### src/rtl/from_boot_sequencer_pkg.sv
// Shared constants for the FROM boot sequencer.
// Also consumed by the FROM-image generation script.
package from_boot_sequencer_pkg;

    localparam logic [1:0] S_ISSUE = 2'd0;
    localparam logic [1:0] S_WAIT  = 2'd1;
    localparam logic [1:0] S_GAP   = 2'd2;
    localparam logic [1:0] S_RUN   = 2'd3;

    localparam logic [6:0] FBS_BASE_ADDR = 7'd0;
    localparam logic [6:0] FBS_COUNT     = 7'd16;
    localparam logic [7:0] FBS_TIMEOUT   = 8'd32;

endpackage

### src/rtl/from_boot_sequencer.sv
// Boot loader in front of the FROM slave: streams the config image out,
// verifies its checksum, then hands the slave over to the host.
module from_boot_sequencer
    import from_boot_sequencer_pkg::*;
#(
    parameter logic [6:0] BASE_ADDR = FBS_BASE_ADDR,
    parameter logic [6:0] COUNT     = FBS_COUNT,
    parameter logic [7:0] TIMEOUT   = FBS_TIMEOUT
) (
    input  logic        wb_clk_i,
    input  logic        wb_rst_i,
    input  logic        wb_cyc_i,
    input  logic        wb_stb_i,
    input  logic        wb_we_i,
    input  logic [15:0] wb_adr_i,
    input  logic [15:0] wb_dat_i,
    output logic [15:0] wb_dat_o,
    output logic        wb_ack_o,
    output logic        wbm_cyc_o,
    output logic        wbm_stb_o,
    output logic        wbm_we_o,
    output logic [15:0] wbm_adr_o,
    output logic [15:0] wbm_dat_o,
    input  logic [15:0] wbm_dat_i,
    input  logic        wbm_ack_i,
    output logic        cfg_we_o,
    output logic [6:0]  cfg_adr_o,
    output logic [7:0]  cfg_dat_o,
    input  logic        reload_i,
    output logic        boot_done_o,
    output logic        boot_err_o
);

    logic [1:0] state;
    logic [1:0] state_nxt;
    logic [6:0] idx;
    logic [7:0] sum;
    logic [7:0] timer;
    logic [7:0] timer_inc;
    logic [7:0] rd_byte;
    logic [7:0] sum_nxt;
    logic       m_cyc;
    logic       m_stb;
    logic [6:0] m_adr;
    logic       reload_pend;
    logic       reload_go;
    logic       host_busy;
    logic       last_byte;
    logic       timed_out;

    assign rd_byte   = wbm_dat_i[7:0];
    assign sum_nxt   = sum + rd_byte;
    assign last_byte = (idx == COUNT);

    // The timer counts the current wait cycle before comparing, so the
    // strobe stays up for exactly TIMEOUT cycles on a dead slave.
    assign timer_inc = (timer == TIMEOUT) ? timer : timer + 8'd1;
    assign timed_out = (timer_inc == TIMEOUT);

    // A pending reload never cuts an outstanding host access short.
    assign host_busy = wb_cyc_i & wb_stb_i;
    assign reload_go = (reload_pend | reload_i) & (~host_busy | wbm_ack_i);

    always_ff @(posedge wb_clk_i) begin
        if (wb_rst_i) begin
            state <= S_ISSUE;
        end else begin
            state <= state_nxt;
        end
    end

    always_comb begin
        state_nxt = state;
        unique case (state)
            S_ISSUE: state_nxt = S_WAIT;
            S_WAIT: begin
                if (wbm_ack_i) begin
                    state_nxt = last_byte ? S_RUN : S_GAP;
                end else if (timed_out) begin
                    state_nxt = S_RUN;
                end
            end
            S_GAP: state_nxt = S_ISSUE;
            S_RUN: begin
                if (reload_go) begin
                    state_nxt = S_ISSUE;
                end
            end
        endcase
    end

    always_ff @(posedge wb_clk_i) begin
        if (wb_rst_i) begin
            idx         <= '0;
            sum         <= '0;
            timer       <= '0;
            m_cyc       <= 1'b0;
            m_stb       <= 1'b0;
            m_adr       <= '0;
            cfg_we_o    <= 1'b0;
            cfg_adr_o   <= '0;
            cfg_dat_o   <= '0;
            boot_done_o <= 1'b0;
            boot_err_o  <= 1'b0;
            reload_pend <= 1'b0;
        end else begin
            cfg_we_o <= 1'b0;
            unique case (state)
                S_ISSUE: begin
                    m_cyc <= 1'b1;
                    m_stb <= 1'b1;
                    m_adr <= BASE_ADDR + idx;
                    timer <= '0;
                end
                S_WAIT: begin
                    timer <= timer_inc;
                    if (wbm_ack_i) begin
                        m_cyc <= 1'b0;
                        m_stb <= 1'b0;
                        if (last_byte) begin
                            boot_err_o  <= (sum_nxt != 8'd0);
                            boot_done_o <= 1'b1;
                        end else begin
                            cfg_we_o  <= 1'b1;
                            cfg_adr_o <= idx;
                            cfg_dat_o <= rd_byte;
                            sum       <= sum_nxt;
                            idx       <= idx + 7'd1;
                        end
                    end else if (timed_out) begin
                        m_cyc       <= 1'b0;
                        m_stb       <= 1'b0;
                        boot_err_o  <= 1'b1;
                        boot_done_o <= 1'b1;
                    end
                end
                S_GAP: begin
                end
                S_RUN: begin
                    if (reload_go) begin
                        boot_done_o <= 1'b0;
                        boot_err_o  <= 1'b0;
                        idx         <= '0;
                        sum         <= '0;
                        reload_pend <= 1'b0;
                    end else if (reload_i) begin
                        reload_pend <= 1'b1;
                    end
                end
            endcase
        end
    end

    always_comb begin
        wbm_cyc_o = m_cyc;
        wbm_stb_o = m_stb;
        wbm_we_o  = 1'b0;
        wbm_adr_o = {9'b0, m_adr};
        wbm_dat_o = '0;
        wb_ack_o  = 1'b0;
        wb_dat_o  = '0;
        if (state == S_RUN) begin
            wbm_cyc_o = wb_cyc_i;
            wbm_stb_o = wb_stb_i;
            wbm_we_o  = wb_we_i;
            wbm_adr_o = wb_adr_i;
            wbm_dat_o = wb_dat_i;
            wb_ack_o  = wbm_ack_i;
            wb_dat_o  = wbm_dat_i;
        end
    end

endmodule

### config.mk
export PLATFORM = sky130hd
export DESIGN_NAME = from_boot_sequencer
export DESIGN_NICKNAME = d
export VERILOG_FILES = /design/src/rtl/from_boot_sequencer_pkg.sv /design/src/rtl/from_boot_sequencer.sv
export SDC_FILE = /design/constraint.sdc
export NUM_CORES = 1
export LEC_CHECK = 0
export BUFFER_PORTS_ARGS = -buffer_cell sky130_fd_sc_hd__buf_2
export CORE_AREA = 2 2 80 82
export DETAILED_ROUTE_END_ITERATION = 16
export DIE_AREA = 0 0 82 84
export PLACE_DENSITY = 0.83
export SETUP_SLACK_MARGIN = 0.05
export SLEW_MARGIN = 25
export SYNTH_ARGS = -nofsm -noshare
export SYNTH_HDL_FRONTEND = slang
export SYNTH_SLANG_ARGS = --single-unit
export TNS_END_PERCENT = 5
### constraint.sdc
create_clock -name wb_clk_i -period 6.4 [get_ports wb_clk_i]
set_clock_uncertainty 0.15 [all_clocks]
set_input_delay 0.32 -clock wb_clk_i [delete_from_list [all_inputs] [get_ports wb_clk_i]]
set_output_delay 0.32 -clock wb_clk_i [all_outputs]
set_load 0.02 [all_outputs]
==> results of run 1 <==
## power by group through the flow
stage	Sequential, mW	Combinational, mW	Clock (mW)
6_report	0.344	0.145	0.197
5_1_grt	0.345	0.162	0.216
4_1_cts	0.344	0.146	0.200
3_5_place_dp	0.351	0.145	0
3_3_place_gp	0.351	0.140	0
2_1_floorplan	0.354	0.0963	0
## flip-flops by register name, summed over array words and instances (netlist names), 2 cells and up
| signal | count |
|---|---|
| cfg_adr_o | 7 |
| cfg_dat_o | 8 |
| idx | 7 |
| m_adr | 7 |
| state | 2 |
| sum | 8 |
| timer | 8 |
## worst max-delay path by stage
stage	endpoint	startpoint
after floorplan	boot_err_o	wbm_dat_i[0]
after global placement	boot_err_o	wbm_dat_i[0]
after detailed placement	boot_err_o	wbm_dat_i[0]
after CTS	cfg_adr_o[6]	state[1]
after global routing	sum[7]	state[1]
final	cfg_adr_o[6]	state[1]
## cell type report
class | count | area, µm²
clock inverters | 2 | 15.0
well taps | 77 | 96.3
inverters | 7 | 26.3
multi-input cells | 307 | 1820
fillers | 541 | 2370
flip-flops and latches | 52 | 1040
clock buffers | 6 | 82.6
repair buffers | 127 | 643
## cells in the final DEF (no fill, tap or decap), drive strengths merged, types with 2 or more instances in the layout
cell type  synthesis  final
mux2               3      3
nand2b             2      2
inv                7      7
ha                11     11
nor4b              2      2
nand2             84     84
a22oi             12     12
a21o               2      2
xnor2              8      8
a211oi             5      5
xor2               5      5
nand3              6      6
nor3               6      6
a21oi             33     33
nor4               2      2
clkbuf            20      6
and3              43     43
clkinvlp           0      2
o21ai             10     10
o21bai             4      4
a32oi              4      4
or2                2      2
o41ai              2      2
dfxtp             52     52
nor2              42     42
or3                3      3
buf                8    127
and2               3      3
## layer usage
metal | vias up | global-route usage | wire (µm)
li1 | 1567 | - | -
met5 | - | 0 | 0
met1 | 1397 | 0.314 | 3420
met2 | 83 | 0.396 | 3800
met4 | 0 | 0.0576 | 91
met3 | 8 | 0.0346 | 504
## worst max-delay path, stage by stage (launching register included)
cell and delay [ps]:
dfxtp_1 540, buf_4 450, nor2_1 250, nor2_1 300, nand3b_2 420, a32oi_1 310
nor2_1 60
## logic make-up after synthesis
logic type      after synthesis  share of synthesized area
simple gates                201                      0.324
compound gates               78                      0.179
flops                        52                      0.345
buf+inv                      35                     0.0518
xor+xnor                     13                     0.0377
fa+ha+maj                    12                     0.0522
mux                           3                     0.0112
==> results.md, run 1 <==
- Outcome: finished, final reports clean
- Max Cap Viol: 0
- Total CTS buffers: 5
- Clock Latency Late Sink: 310 ps
- Proportion of layout cells with a drive suffix above 1: 0.303
- Top-count cell post-synth: nand2_1
- R2R Path End: cfg_adr_o[6]
- Worst R2R Path Depth: 6
- HPWL after DPL: 5710 µm
- Area grow syn2layout: 23.4%
- Clock transition at path regs: 100 ps
- Leading area contributor after synthesis: dfxtp_1
- Final design utilization: 0.611
- Yosys warnings: 0
- Synth top cells by count: nand2_1, dfxtp_1, and3_1, nor2_1, a21oi_1
- Final hold vios: 0
- Die area: roughly 0.0069 mm²
- Cell Int Power: 0.477 mW
- Synth Net Count: 461
- CTS Hold Bufs: 0
- Horiz. Die Dim: 82 µm
- Synth Instances: 394
- Placed Cells: between 500 and 600
- DP Area: 0.00363 mm²
- Core Box Area: 0.00610 mm²
- Power Density: 184 mW/mm²
- Final Setup Violations: 0
- CTS Sinks: 52
- Clock buffer depth: 2
- I/O pins: 125
- Routed len/inst: approximately 14 µm
- Routed vias/inst: 5.29
- Antenna violations before repair: 0
- Number of global-route vias before repair: 2871
- CTS HTree Levels: 2
- Antenna Nets Post-Route: 0
- R2r setup slk: 3770 ps
- Sw Share: 0.306
- Mapped cell area: 0.00302 mm²
- Port Buffers: 124
- Worst Path Arrival: 2650 ps
- Net Switching: 0.210 mW
- DR iter-0 viols: 180
- Worst r2r src: state[1]
- Clk root buf: clkbuf_8
- Worst hold stages: 3
- Hold WS: around 120 ps
- Via count: 3055
- Cell area after layout: 0.00373 mm²
- Sequential Power Share: 0.501
- Syn avg cell area: 7.67 µm²
- Max Slew Vio Count: 0
- Post-synthesis sequential area ratio: 0.345
- RSZ-0062 raised after global routing: no
- Hold Path End: reload_pend
- Net count, final: 567
- Crit path required time: 6420 ps
- Combinational power share: 0.212
- Fin crit period: 2630 ps
- Worst Path Max Fanout: 57
- Peak supply drop: 0.000107 V
- First-pass GRT wire length: 13000 µm
- WL final: 7810 µm
- Post-cts resize count: 0
- GRT Total Usage: 0.236
- Total power: 0.687 mW
- Grt ovf: 0
- Yosys reg bits: 52
- Startpoint types: flip-flop
- Relative slew slack: 0.453
- Period utilization: 0.410
- Crit path kind: flip-flop to flip-flop
- Final WS setup: ~3800 ps
- Drt drc: 0
- Max Freq: 0.381 GHz
- Worst setup EP type: flip-flop
- Row count: 29
- Ant diodes: 0
- Primary FF master, synth: dfxtp_1
- Number of synthesized flops with an enable pin: 0
- Ys async rst share: 0
- Hold Path Class: input pin to flip-flop
- Worst Hold Launch: reload_i
- Die Height: 84 µm
- Clock share of power: 0.287
- Synth unique cells: 50
- P_leak: 1.91 nW
- Largest net degree at the start of global routing: 58
- Leading post-synthesis cells by cell area: dfxtp_1, nand2_1, and3_1
- CTS tree: built
- Share of the synthesized area in the top cell type: 0.345
- Final GP Congestion: 0.861
- Setup repair bufs after CTS: 0
- DRT Pass-1 Iters: 4
- Initial Util: 0.495
- Place WS: 3740 ps
- Final cell count without fillers: 578
- Setup TNS Final: 0 ps
- Slew @ Worst Pin: 820 ps
No activity file was read; power rests on OpenSTA's default activity.
==> run 2: changes to the inputs <==
Settings changed: CORE_AREA 2 2 80 82 to 2 2 86 88, DIE_AREA 0 0 82 84 to 0 0 88 90, PLACE_DENSITY 0.83 to 0.76.
Clock period 6.4 ns to 2.35 ns, I/O delays scaled along.
==> run 2 against run 1 <==
Against the previous run:
- the flow now finishes with violations (setup timing)
- global-route usage down 2.4 points
- fmax up 6.9%
- count of clock-buffer cells in the layout down 1
- total power rose to 3.0 times the previous value
- sequential cell count unchanged
- utilization down 5.1 points
- largest cell class unchanged
- largest power group unchanged
- highest routed layer unchanged
==> results.md, run 2 (synthesis gave the netlist of run 1 again) <==
- Outcome: finished with violations
- Violated checks: setup timing
- Place WS: -70.7 ps
- Relative slew slack: 0.596
- Final WS setup: -108 ps
- Hold WS: 90.0 ps
- Worst Path Arrival: 2500 ps
- Routed vias/inst: roughly 5.1
- DRT Pass-1 Iters: 4
- HPWL after DPL: a little under 6000 µm
- Clock buffer depth: 2
- Horiz. Die Dim: 88 µm
- Row count: 31
- Peak supply drop: 0.000375 V
- Number of global-route vias before repair: between 3000 and 4000
- Fin crit period: 2460 ps
- Grt ovf: 0
- Worst Path Max Fanout: 2
- DR iter-0 viols: 140
- Final Setup Violations: 1
- Antenna violations before repair: 0
- Period utilization: 1.05
- WL final: 8120 µm
- Most common cell after layout, fill and taps aside: buf_2
- I/O pins: about 130
- Total CTS buffers: 5
- Crit path kind: flip-flop to flip-flop
- Setup TNS Final: -108 ps
- Largest registers: cfg_dat_o (8), sum (8), timer (8)
- Core Box Area: 0.00702 mm²
- Max Cap Viol: 0
- Initial Util: 0.430
- Ant diodes: 0
- CTS HTree Levels: 2
- First-pass GRT wire length: 13900 µm
- Clk root buf: clkbuf_8
- RSZ-0062 raised after global routing: yes
- Total power: 2.07 mW
- Final hold vios: 0
- Fillcell total: 642
- Most frequent cells in the layout: buf_2, nand2_1, dfxtp_1
- CTS Sinks: 52
- Net count, final: 581
- Hold Path Class: input pin to flip-flop
- Proportion of layout cells with a drive suffix above 1: 0.311
- Area grow syn2layout: 30.3%
- CTS tree: built
- P_leak: 2.00 nW
- Slew @ Worst Pin: 604 ps
- Power Density: 525 mW/mm²
- Crit path required time: about 2400 ps
- Via count: 3144
- Clock Latency Late Sink: 300 ps
- Drt drc: 0
- Largest net degree at the start of global routing: 54
- Clock transition at path regs: 90 ps
- Die area: between 0.007 and 0.008 mm²
- Worst setup EP type: flip-flop
- Port Buffers: 124
- Antenna Nets Post-Route: 0
- Die Height: 90 µm
- Max Freq: 0.407 GHz
- Final GP Congestion: 0.883
- Startpoint types: flip-flop
- Max Slew Vio Count: 0
- Routed len/inst: 13.2 µm
- GRT Total Usage: 0.212
==> run 2: metal layers <==
layer  GRT usage  wire, µm  vias to the layer above
met1       0.297      3810                     1469
met4      0.0577        95                        0
met2       0.332      3870                       69
met5           0         0                        -
li1            -         -                     1596
met3      0.0395       343                       10
==> run 2: critical path, cell delays in order (launching register included) <==
cell and delay [ps]:
dfxtp_2 330, ha_2 190, fa_2 350, xor2_1 180
or4b_1 470, or3_4 350, o41ai_4 220, o21bai_1 110
==> run 2: path summary, 6_finish.rpt <==
kind / cells after the start / end / slack, ps / start
max reg2reg: 7 / boot_err_o / -110 / sum[0]
min: 2 / timer[5] / 90 / wb_rst_i
max: 7 / boot_err_o / -110 / sum[0]
min reg2reg: 2 / cfg_adr_o[2] / 310 / cfg_adr_o[2]
==> run 2: timing repair <==
action / in CTS / in global routing
setup buffers: 0 / 0
resized for setup: 0 / 3
gates cloned: 0 / 0
hold buffers: 9 / 0
endpoints found under the setup margin: 1 / 1
endpoints found under the hold margin: 9 / 0
==> run 2: where the power goes <==
group | internal (mW) | switching, mW
Clock | 0.419 | 0.287
Combinational | 0.164 | 0.259
Sequential | 0.913 | 0.0257
Total | 1.50 | 0.571
==> run 2: final cells by class <==
type	count	area, µm²	share of cell area
Multi-Input combinational cell	307	1840	0.469
Sequential cell	52	1040	0.265
Timing Repair Buffer	141	771	0.196
Tap cell	99	124	0.0315
Clock buffer	5	68.8	0.0175
Clock inverter	2	60.1	0.0153
Inverter	7	26.3	0.00668
==> run 2: stage by stage <==
stage / cells / util / area (µm²)
floorplan: 394 / - / 3030
global placement: 597 / 0.527 / 3700
detailed placement: 597 / 0.527 / 3700
CTS: 613 / 0.558 / 3920
global route: 613 / 0.561 / 3940
finish: 613 / 0.561 / 3940
==> run 3: changes to the inputs <==
Settings changed: CELL_PAD_IN_SITES_DETAIL_PLACEMENT from default to 1, CELL_PAD_IN_SITES_GLOBAL_PLACEMENT from default to 2, CORE_AREA 2 2 86 88 to 2 2 118 120, DIE_AREA 0 0 88 90 to 0 0 120 122, PLACE_DENSITY 0.76 to default, PLACE_DENSITY_LB_ADDON from default to 0.1, SLEW_MARGIN 25 to default.
Clock period 2.35 ns to 2.1 ns, I/O delays scaled along.
==> run 3 against run 2 <==
Against the previous run:
- the flow still finishes with violations (setup timing)
- die area rose by 85%
- combinational power rose by 34%
- cell area rose by 9.0%
- total power rose by 19%
- cell count rose by 17%
- sequential power rose by 11%
- clock power rose by 21%
- non-clock buffer count rose by 24
- largest cell class unchanged
- highest routed layer unchanged
==> results.md, run 3 (synthesis gave the netlist of run 1 again) <==
- Worst r2r src: sum[0]
- Total power: 2.46 mW
- Antenna violations before repair: 0
- Core Box Area: 0.0135 mm²
- Antenna Nets Post-Route: 0
- Max Freq: 0.411 GHz
- DP Area: 0.00404 mm²
- Relative slew slack: 0.687
- Violated checks: setup timing
- Initial Util: 0.224
- Crit path required time: 2140 ps
- Net count, final: 605
- Worst setup EP type: flip-flop
- Area grow syn2layout: 42.0%
- Clk root buf: clkbuf_16
- P_leak: 2.14 nW
- Final cell count without fillers: between 700 and 800
- Fin crit period: ~2400 ps
- R2R Path End: boot_err_o
- RSZ-0062 raised after global routing: yes
- GRT Total Usage: 0.149
- Final GP Congestion: 0.747
- Worst Path Max Fanout: 2
- Largest net degree at the start of global routing: 50
- Clock transition at path regs: 80 ps
- CTS tree: built
- Hold Path End: timer[6]
- Final Setup Violations: 1
- Drt drc: 0
- Number of global-route vias before repair: 3296
- CTS HTree Levels: 2
- Routed vias/inst: 4.55
- Final design utilization: 0.318
- DRT Pass-1 Iters: 4
- Ant diodes: 0
- Via count: 3273
- R2r setup slk: -330 ps
- Die Height: 122 µm
- Worst Path Arrival: 2470 ps
- Final hold vios: 0
- Routed len/inst: between 10 and 15 µm
- Worst R2R Path Depth: 7
- Place WS: -327 ps
- I/O pins: 125
- Horiz. Die Dim: ~120 µm
- Worst Hold Launch: wb_rst_i
- CTS Sinks: 52
- Final WS setup: -332 ps
- Die area: ~0.015 mm²
- Outcome: finished with violations
- Cell area after layout: 0.00429 mm²
- Startpoint types: flip-flop
- WL final: roughly 11000 µm
- Worst hold stages: 2
- Period utilization: 1.16
- Slew @ Worst Pin: between 400 and 500 ps
- Peak supply drop: 0.000299 V
- Power Density: 574 mW/mm²
- Largest registers: cfg_dat_o (8), sum (8), timer (8)
- Most frequent cells in the layout: buf_2, nand2_1, dfxtp_1
- Placed Cells: 705
- Clock buffer depth: 2
- Crit path kind: flip-flop to flip-flop
- Grt ovf: 0
- Max Cap Viol: 0
- Proportion of layout cells with a drive suffix above 1: 0.362
- Most common cell after layout, fill and taps aside: buf_2
- HPWL after DPL: about 8200 µm
- Row count: 43
- DR iter-0 viols: 105
- Port Buffers: 124
- Hold WS: 26.5 ps
- Total CTS buffers: 5
- Max Slew Vio Count: 0
- Setup TNS Final: -332 ps
- First-pass GRT wire length: between 15000 and 20000 µm
- Clock Latency Late Sink: 290 ps
- Hold Path Class: input pin to flip-flop
[run 3: cell types whose count changed in the layout (fill, tap and decap cells not counted), moves of 3 or more]
cell	change
buf_4	+24
clkbuf_16	+5
clkbuf_8	-5
buf_12	+3
dfxtp_1	-3
dfxtp_2	+3
dlygate4sd3_1	-3
[run 3: timing repair]
item	in CTS	in global routing
hold endpoints to repair	6	0
gates resized for setup	4	7
cloned	0	0
buffers inserted	0	0
hold buffers	6	0
endpoints found under the setup margin	5	21
pin swaps	2	1
[run 3: how the worst max path moves through the flow]
| stage | startpoint | endpoint | slack (ps) | depth (start not counted) |
|---|---|---|---|---|
| after floorplan | sum[0] | boot_err_o | -200 | 7 |
| after global placement | sum[0] | boot_err_o | -300 | 7 |
| after detailed placement | sum[0] | boot_err_o | -330 | 8 |
| after CTS | sum[0] | boot_err_o | -360 | 8 |
| after global routing | sum[0] | boot_err_o | -370 | 7 |
| final | sum[0] | boot_err_o | -330 | 7 |
[run 3: area by class of cell]
class | instances | area, µm²
clock buffer | 5 | 125
multi-input combinational | 307 | 1860
sequential | 52 | 1050
timing repair buffer | 165 | 981
fill | 1690 | 9220
clock inverter | 3 | 21.3
inverter | 7 | 26.3
tap | 180 | 225
[run 3: per-layer routing]
metal,vias up,global-route usage,wire [µm]
met3,6,0.0300,347
met2,41,0.265,5360
met4,0,0.0331,85
met1,1581,0.185,4980
li1,1645,-,-
met5,-,0,0
[run 3: report_power, final]
part           internal (mW)  switching [mW]  leakage, nW
sequential              1.02          0.0220        0.424
combinational          0.242           0.326         1.65
clock                  0.446           0.405       0.0702
total                   1.71           0.753         2.14
[run 3: worst max-delay path, stage by stage (launching register included)]
cell,delay (ps)
dfxtp_2,340
ha_4,160
fa_2,360
xor2_1,180
or4b_1,460
or3_1,330
o41ai_2,230
o21bai_1,110
